==> config.mk <==
export PLATFORM = sky130hd
export DESIGN_NAME = regbank_write_queue
export DESIGN_NICKNAME = d
export VERILOG_FILES = /design/src/rtl/regbank_pkg.sv /design/src/rtl/regbank_fwd_match.sv /design/src/rtl/regbank_write_queue.sv
export SDC_FILE = /design/constraint.sdc
export NUM_CORES = 1
export LEC_CHECK = 0
export CAP_MARGIN = 0
export CORE_MARGIN = 2
export CORE_UTILIZATION = 25
export DETAILED_ROUTE_END_ITERATION = 16
export PLACE_DENSITY_LB_ADDON = 0.3
export SYNTH_ARGS = -nofsm -noshare
export SYNTH_HDL_FRONTEND = slang
export SYNTH_SLANG_ARGS = --single-unit
==> constraint.sdc <==
create_clock -name clk -period 9.9 [get_ports clk]
set_input_delay 1.485 -clock clk [delete_from_list [all_inputs] [get_ports clk]]
set_output_delay 1.485 -clock clk [all_outputs]
set_load 0.01 [all_outputs]
==> src/rtl/regbank_pkg.sv <==
// -----------------------------------------------------------------------------
// regbank_pkg
//
// Shared definitions for the CPU register bank write-side logic.
//
//   NUM_REGS    number of architectural registers in the bank
//   REG_ADDR_W  register index width
//   REG_DATA_W  register data width
//   ZERO_REG    index of the hard-wired zero register (used only when the
//               REGBANK_WQ_XZR_EN build option is defined)
//   wb_entry_t  one pending writeback: destination index plus data
//   is_zero_reg helper that flags a destination equal to ZERO_REG
// -----------------------------------------------------------------------------
package regbank_pkg;

    localparam int NUM_REGS   = 32;
    localparam int REG_ADDR_W = 5;
    localparam int REG_DATA_W = 64;
    localparam int ZERO_REG   = 31;

    typedef struct packed {
        logic [REG_ADDR_W-1:0] addr;
        logic [REG_DATA_W-1:0] data;
    } wb_entry_t;

    function automatic logic is_zero_reg(input logic [REG_ADDR_W-1:0] reg_idx);
        return reg_idx == REG_ADDR_W'(ZERO_REG);
    endfunction

endpackage

==> src/rtl/regbank_fwd_match.sv <==
// -----------------------------------------------------------------------------
// regbank_fwd_match
//
// Forwarding lookup for one decode read port. Scans the pending writeback
// entries and returns the data of the youngest entry whose destination
// matches the query index.
//
// Entries arrive already ordered by age: index 0 is the oldest (the head of
// the write queue), index DEPTH-1 the youngest possible slot. i_valid marks
// which of those age slots currently hold a pending entry.
//
// Ports:
//   i_qry    query register index
//   i_entry  age-ordered pending entries (oldest first)
//   i_valid  per-slot valid flags, same ordering as i_entry
//   o_hit    at least one valid entry matches i_qry
//   o_data   data of the youngest matching entry, 0 when there is no match
// -----------------------------------------------------------------------------
module regbank_fwd_match
    import regbank_pkg::*;
#(
    parameter int DEPTH = 4
) (
    input  logic [REG_ADDR_W-1:0] i_qry,
    input  wb_entry_t             i_entry [DEPTH],
    input  logic [DEPTH-1:0]      i_valid,
    output logic                  o_hit,
    output logic [REG_DATA_W-1:0] o_data
);

    // Walking oldest to youngest, a later match overwrites an earlier one,
    // so the value left after the loop belongs to the youngest match.
    always_comb begin
        // NOTE: combinational outputs get a default before any conditional
        // assignment so no path leaves them holding a value (no latch), and
        // blocking '=' is used so the in-loop overwrite order is meaningful.
        o_hit  = 1'b0;
        o_data = '0;
        for (int k = 0; k < DEPTH; k++) begin
            if (i_valid[k] && (i_entry[k].addr == i_qry)) begin
                o_hit  = 1'b1;
                o_data = i_entry[k].data;
            end
        end
    end

endmodule

==> src/rtl/regbank_write_queue.sv <==
// -----------------------------------------------------------------------------
// regbank_write_queue
//
// Write-side front end for the 32 x 64-bit register bank. Writeback results
// from the ALU and the memory load unit are accepted over valid/ready
// handshakes, buffered in a DEPTH-entry in-order FIFO and committed through
// the bank's single write port at up to one write per cycle. Two forwarding
// lookups let decode read ports see values that are queued but not yet
// committed.
//
// Build option:
//   REGBANK_WQ_XZR_EN  when defined, register 31 is a zero register: requests
//                      to it are handshaken but dropped, and forwarding
//                      queries for it never hit.
//
// Parameters:
//   DEPTH   FIFO entries (power of 2, at least 2)
//   DATA_W  write data width (must equal REG_DATA_W)
//   ADDR_W  register index width (must equal REG_ADDR_W)
//
// Ports:
//   clk, reset                  rising-edge clock, async active-high reset
//   alu_valid/ready/reg/data    ALU writeback handshake
//   mem_valid/ready/reg/data    load-unit writeback handshake (has priority)
//   write, write_register,
//   write_data                  bank write port, driven from the FIFO head
//   qry_reg1/2                  forwarding queries (bank read indices)
//   fwd_hit1/2, fwd_data1/2     forwarding results, youngest match wins
//   level, empty                FIFO occupancy
// -----------------------------------------------------------------------------
module regbank_write_queue
    import regbank_pkg::*;
#(
    parameter int DEPTH  = 4,
    parameter int DATA_W = REG_DATA_W,
    parameter int ADDR_W = REG_ADDR_W
) (
    input  logic                    clk,
    input  logic                    reset,

    input  logic                    alu_valid,
    output logic                    alu_ready,
    input  logic [ADDR_W-1:0]       alu_reg,
    input  logic [DATA_W-1:0]       alu_data,

    input  logic                    mem_valid,
    output logic                    mem_ready,
    input  logic [ADDR_W-1:0]       mem_reg,
    input  logic [DATA_W-1:0]       mem_data,

    output logic                    write,
    output logic [ADDR_W-1:0]       write_register,
    output logic [DATA_W-1:0]       write_data,

    input  logic [ADDR_W-1:0]       qry_reg1,
    input  logic [ADDR_W-1:0]       qry_reg2,
    output logic                    fwd_hit1,
    output logic [DATA_W-1:0]       fwd_data1,
    output logic                    fwd_hit2,
    output logic [DATA_W-1:0]       fwd_data2,

    output logic [$clog2(DEPTH):0]  level,
    output logic                    empty
);

    localparam int PTR_W = $clog2(DEPTH);
    localparam int CNT_W = PTR_W + 1;

    // -------------------------------------------------------------------------
    // State
    // -------------------------------------------------------------------------
    logic [PTR_W-1:0] r_head;
    logic [PTR_W-1:0] r_tail;
    logic [CNT_W-1:0] r_count;
    wb_entry_t        r_mem [DEPTH];

    // -------------------------------------------------------------------------
    // Handshake and push/pop decisions
    // -------------------------------------------------------------------------
    logic             w_pop;
    logic [CNT_W-1:0] w_free;
    logic             w_mem_acc;
    logic             w_alu_acc;
    logic             w_mem_push;
    logic             w_alu_push;
    wb_entry_t        w_mem_entry;
    wb_entry_t        w_alu_entry;

    // The bank always accepts, so the head leaves on every edge the queue is
    // non-empty. That departing slot is counted as free this cycle, which is
    // why a full queue can still take one new entry.
    assign w_pop  = (r_count != '0);
    assign w_free = CNT_W'(DEPTH) - r_count + CNT_W'(w_pop);

    // The load unit gets the first free slot; the ALU only takes a slot that
    // is left over. mem_ready never looks at alu_valid, and alu_ready looks
    // only at mem_valid, never at either payload.
    assign mem_ready = (w_free >= CNT_W'(1));
    assign alu_ready = (w_free >= CNT_W'(2)) |
                       ((w_free >= CNT_W'(1)) & ~mem_valid);

    assign w_mem_acc = mem_valid & mem_ready;
    assign w_alu_acc = alu_valid & alu_ready;

`ifdef REGBANK_WQ_XZR_EN
    // Writes to the zero register complete the handshake but are dropped.
    // Ready above is computed as if they were stored, so ready never depends
    // on the destination index.
    assign w_mem_push = w_mem_acc & ~is_zero_reg(mem_reg);
    assign w_alu_push = w_alu_acc & ~is_zero_reg(alu_reg);
`else
    assign w_mem_push = w_mem_acc;
    assign w_alu_push = w_alu_acc;
`endif

    assign w_mem_entry = '{addr: mem_reg, data: mem_data};
    assign w_alu_entry = '{addr: alu_reg, data: alu_data};

    // -------------------------------------------------------------------------
    // Pointers and occupancy
    // -------------------------------------------------------------------------
    // Pointers are PTR_W bits wide and DEPTH is a power of two, so the plain
    // increments wrap modulo DEPTH.
    always_ff @(posedge clk or posedge reset) begin
        if (reset) begin
            r_head  <= '0;
            r_tail  <= '0;
            r_count <= '0;
        end else begin
            // NOTE: sequential state is updated with non-blocking '<=' so
            // every register samples values from before this edge, whatever
            // the statement order.
            if (w_pop) begin
                r_head <= r_head + PTR_W'(1);
            end
            r_tail  <= r_tail + PTR_W'(w_mem_push) + PTR_W'(w_alu_push);
            r_count <= r_count + CNT_W'(w_mem_push) + CNT_W'(w_alu_push)
                     - CNT_W'(w_pop);
        end
    end

    // -------------------------------------------------------------------------
    // Entry storage
    // -------------------------------------------------------------------------
    // The load entry goes in first so it is older than an ALU entry accepted
    // on the same edge; the ALU entry then lands one slot further on, or at
    // the tail itself when no load was stored.
    // NOTE: the storage array has no reset. Slots are only ever read when the
    // occupancy count says they hold a pushed entry, so clearing them buys
    // nothing and would turn a plain RAM into a reset-able flop array.
    always_ff @(posedge clk) begin
        if (w_mem_push) begin
            r_mem[r_tail] <= w_mem_entry;
        end
        if (w_alu_push) begin
            r_mem[r_tail + PTR_W'(w_mem_push)] <= w_alu_entry;
        end
    end

    // -------------------------------------------------------------------------
    // Bank write port: the head entry, presented combinationally
    // -------------------------------------------------------------------------
    assign write          = w_pop;
    assign write_register = r_mem[r_head].addr;
    assign write_data     = r_mem[r_head].data;

    assign level = r_count;
    assign empty = (r_count == '0);

    // -------------------------------------------------------------------------
    // Forwarding
    // -------------------------------------------------------------------------
    // Rotate the circular storage into age order (slot 0 = head) so the match
    // logic sees a fixed oldest-to-youngest layout. The head is included even
    // though it is being written this cycle: the bank read happens in the
    // same cycle and would still return the old value.
    wb_entry_t        w_ord [DEPTH];
    logic [DEPTH-1:0] w_ord_valid;

    always_comb begin
        for (int k = 0; k < DEPTH; k++) begin
            w_ord[k]       = r_mem[r_head + PTR_W'(k)];
            w_ord_valid[k] = (CNT_W'(k) < r_count);
        end
    end

    logic              w_hit1;
    logic              w_hit2;
    logic [DATA_W-1:0] w_data1;
    logic [DATA_W-1:0] w_data2;

    regbank_fwd_match #(
        .DEPTH   (DEPTH)
    ) u_fwd_match1 (
        .i_qry   (qry_reg1),
        .i_entry (w_ord),
        .i_valid (w_ord_valid),
        .o_hit   (w_hit1),
        .o_data  (w_data1)
    );

    regbank_fwd_match #(
        .DEPTH   (DEPTH)
    ) u_fwd_match2 (
        .i_qry   (qry_reg2),
        .i_entry (w_ord),
        .i_valid (w_ord_valid),
        .o_hit   (w_hit2),
        .o_data  (w_data2)
    );

`ifdef REGBANK_WQ_XZR_EN
    // Register 31 reads as zero from the bank, so it must never be forwarded.
    assign fwd_hit1 = w_hit1 & ~is_zero_reg(qry_reg1);
    assign fwd_hit2 = w_hit2 & ~is_zero_reg(qry_reg2);
`else
    assign fwd_hit1 = w_hit1;
    assign fwd_hit2 = w_hit2;
`endif
    assign fwd_data1 = w_data1;
    assign fwd_data2 = w_data2;

endmodule

==> flow_summary.toml <==
[power]
vdd_drop_max_mv = 0.2634
p_clk_share_pct = 11.7
p_sw_uw = 5803
intPower_uw = 6342
p_leak_uw = 0.01186
seqPwrFrac_pct = 20.8
power.total_uw = 12150
p_sw_share_pct = 47.78
p_comb_share_pct = 67.6
p_per_area_mw_per_mm2 = 378.9

[setup_path]
crit_path_top_delay_cell = "buf_4"
crit_type = "reg2out"
arrival_ns = 5.79
cp_common_cell = "buf_4"
worstSetupStartpointType = "flop"
critPathCaptureType = "primary output"
max_stage_delay_ns = 0.97
r2r_slack_ns = 4.51
r2r_end = "r_mem[1][21]$_DFFE_PP_"
critPathMaxFanout = 110
required_ns = 8.42
rr_startpoint = "level[1]$_DFF_PP0_"
path_cells = "buf_4, buf_4, buf_4, o221a_2, o2111a_1, o31a_1, clkdlybuf4s50_1"
r2r_cells = 13

[cells_and_area]
final_common_cell = "nand2_1"
nets = 3090
area_delta_synth_final_pct = 22.94
drive_gt1_share_pct = 18.51
final_cell_mix = "nand2_1, clkdlybuf4s50_1, mux2_2, mux2i_1, edfxtp_1"
fin_area_mm2 = 0.03206

[clocking]
post_cts_buffers = 0
root_buffer = "clkbuf_16"
clock_path_buffers = 3
cts.sink_count = 283
ctsHoldBuffers = 0
cts_resized = 0
h-tree-depth = 2
cts_made_buffers = 40
cts_tree = "yes"
clkTransAtPathRegs_ns = 0.06
clkLatencyLatePin_ns = 0.57

[place]
post-place-ws_ns = 2.666
io_buffers = 357
dp_hpwl_um = 64230
finalWeightedCongestion = 0.8219
placed_cell_area_mm2 = 0.03079

[sta]
finClkSkew_ns = 0.01215
slew_headroom_pct = 22.47
slew_viol_final = 0
hold_viol = 0
finalSetupTns_ns = 0
hold_slack_ns = 0.7310
setup_viol = 0
min_period_over_period_pct = 73.51
rsz0062_at_grt = "false"
fin_crit_ns = 7.278
worst_pin_slew_ns = 1.163
setup_slack_ns = 2.622
max_clock_freq_mhz = 137.4

[floorplan]
core-area_mm2 = 0.1035
fp-row-count = 118
dieArea_mm2 = 0.1069
die_height_um = 327.0
initial_utilization_pct = 25.20
chipWidth_um = 327.0
io_pins = 358

[route]
drtIter0Drc = 1964
drc = 0
drt-wirelength-per-cell_um = 23.58
viasPerCell = 5.307
vias = 23060
ant_nets = 0
wirelength_um = 102400
drt-pass1-iter-count = 5

[job]
maxCapViolCount = 0

[logic_synthesis]
synth-seq-area-share_pct = 32.46
synth_edf_count = 276
ys_types = 57
synth-main-ff-cell = "edfxtp_1"
yosysWarnings = 0
async_flop_share_pct = 2.473
synth_area_leader_cell = "edfxtp_1"
ys_ff_latch = 283
synthTopCellsByArea = "edfxtp_1, mux2_2, mux2i_1"
synth_cells = 2755
avgSynthCellArea_um2 = 9.465
syn_area_mm2 = 0.02608
synth_top_cell_area_share_pct = 31.78
synth_nets = 2914

[hold_path]
hp-class = "reg2reg"
hold_depth = 2
hp-start = "level[0]$_DFF_PP0_"
hold_path_end = "r_head[0]$_DFFE_PP0P_"

[grt]
antenna_found_initial = 9
grtUsageMet2_pct = 31.82
gr-max-usage-layer = "met2"
met3_usage_pct = 2.864
grt_use_met1_pct = 24.30
grt_max_degree = 117
globalRouteOverflowTotal = 0
grt_pass1_wl_um = 151500
grt_usage_pct = 18.65
grt_pass1_vias = 23000

[run_status]
status = "complete, no violations"
[cell families after synthesis]
logic type                 Yosys count  synth area share, %
AOI/OAI and AO/OA                  524                16.99
xor gates and xnor gates            55                1.847
adders and majority gates            7               0.3935
buffers and inverters              395                6.108
DFF                                283                32.46
muxes                              694                29.26
other                                1              0.01438
and+or+nand+nor                    796                12.93
[flip-flops by register name (all words and copies together) (netlist names)]
name	count
r_mem	276
level	3
r_head	2
r_tail	2
[Yosys cell counts, drive strengths merged (3+ instances only)]
cell	number
nor2	97
nand3	6
or3	120
o21ai	6
a21oi	15
a21boi	58
a31oi	59
mux2i	327
o211ai	58
nor4	3
edfxtp	276
mux4	20
xor2	15
o2111ai	4
o31ai	6
a22oi	60
o31a	58
buf	118
ha	5
inv	133
clkbuf	144
xnor2	40
nand4	4
nand2	546
mux2	347
o221a	59
a221oi	66
dfrtp	7
o2111a	60
nor3	10
[critical path: cells and delay by family, from the launching register on]
kind | cells | cell delay, ns
AOI/OAI and AO/OA | 3 | 0.78
buffers and inverters | 4 | 3.45
DFF | 1 | 0.90
[power by group through the flow]
stage | clock [µW] | sequential [µW] | combinational, µW
2_1_floorplan | 0 | 2420 | 5210
3_5_place_dp | 0 | 2540 | 8230
5_1_grt | 1500 | 2610 | 8870
4_1_cts | 1460 | 2520 | 8260
3_3_place_gp | 0 | 2520 | 8230
6_report | 1420 | 2520 | 8200
[through the flow]
step,instances,utilization [%]
global placement,4269,29.75
CTS,4340,30.96
floorplan,2755,-
global route,4342,30.97
detailed placement,4269,29.75
finish,4345,30.97
[final cells by class]
cell class                 count  area, µm²
fill                       10650      71440
multi-input combinational   2077      16170
inverter                     133      504.2
clock inverter                27      217.7
antenna                        5      12.51
sequential                   283       8471
clock buffer                  44       1037
tap                         1380       1727
timing repair buffer         396       3916
[routing by layer]
layer,part of all wire (%),vias up
li1,-,10690
met1,44,11420
met2,48,775
met3,5.7,164
met4,2.5,10
met5,0.061,-
[worst max path at each step]
stage / start / end / slack [ns] / depth (start not counted)
3_5_place_dp: qry_reg1[2] / fwd_data1[5] / 2.67 / 10
6_report: r_head[0]$_DFFE_PP0P_ / fwd_data2[3] / 2.62 / 7
4_1_cts: r_head[0]$_DFFE_PP0P_ / fwd_data2[3] / 2.52 / 7
5_1_grt: r_head[0]$_DFFE_PP0P_ / fwd_data2[3] / 2.19 / 7
2_1_floorplan: mem_valid / r_mem[0][0]$_DFFE_PP_ / 2.49 / 2
3_3_place_gp: qry_reg1[3] / fwd_data1[5] / 2.66 / 10
No activity file was read; power rests on OpenSTA's default activity.
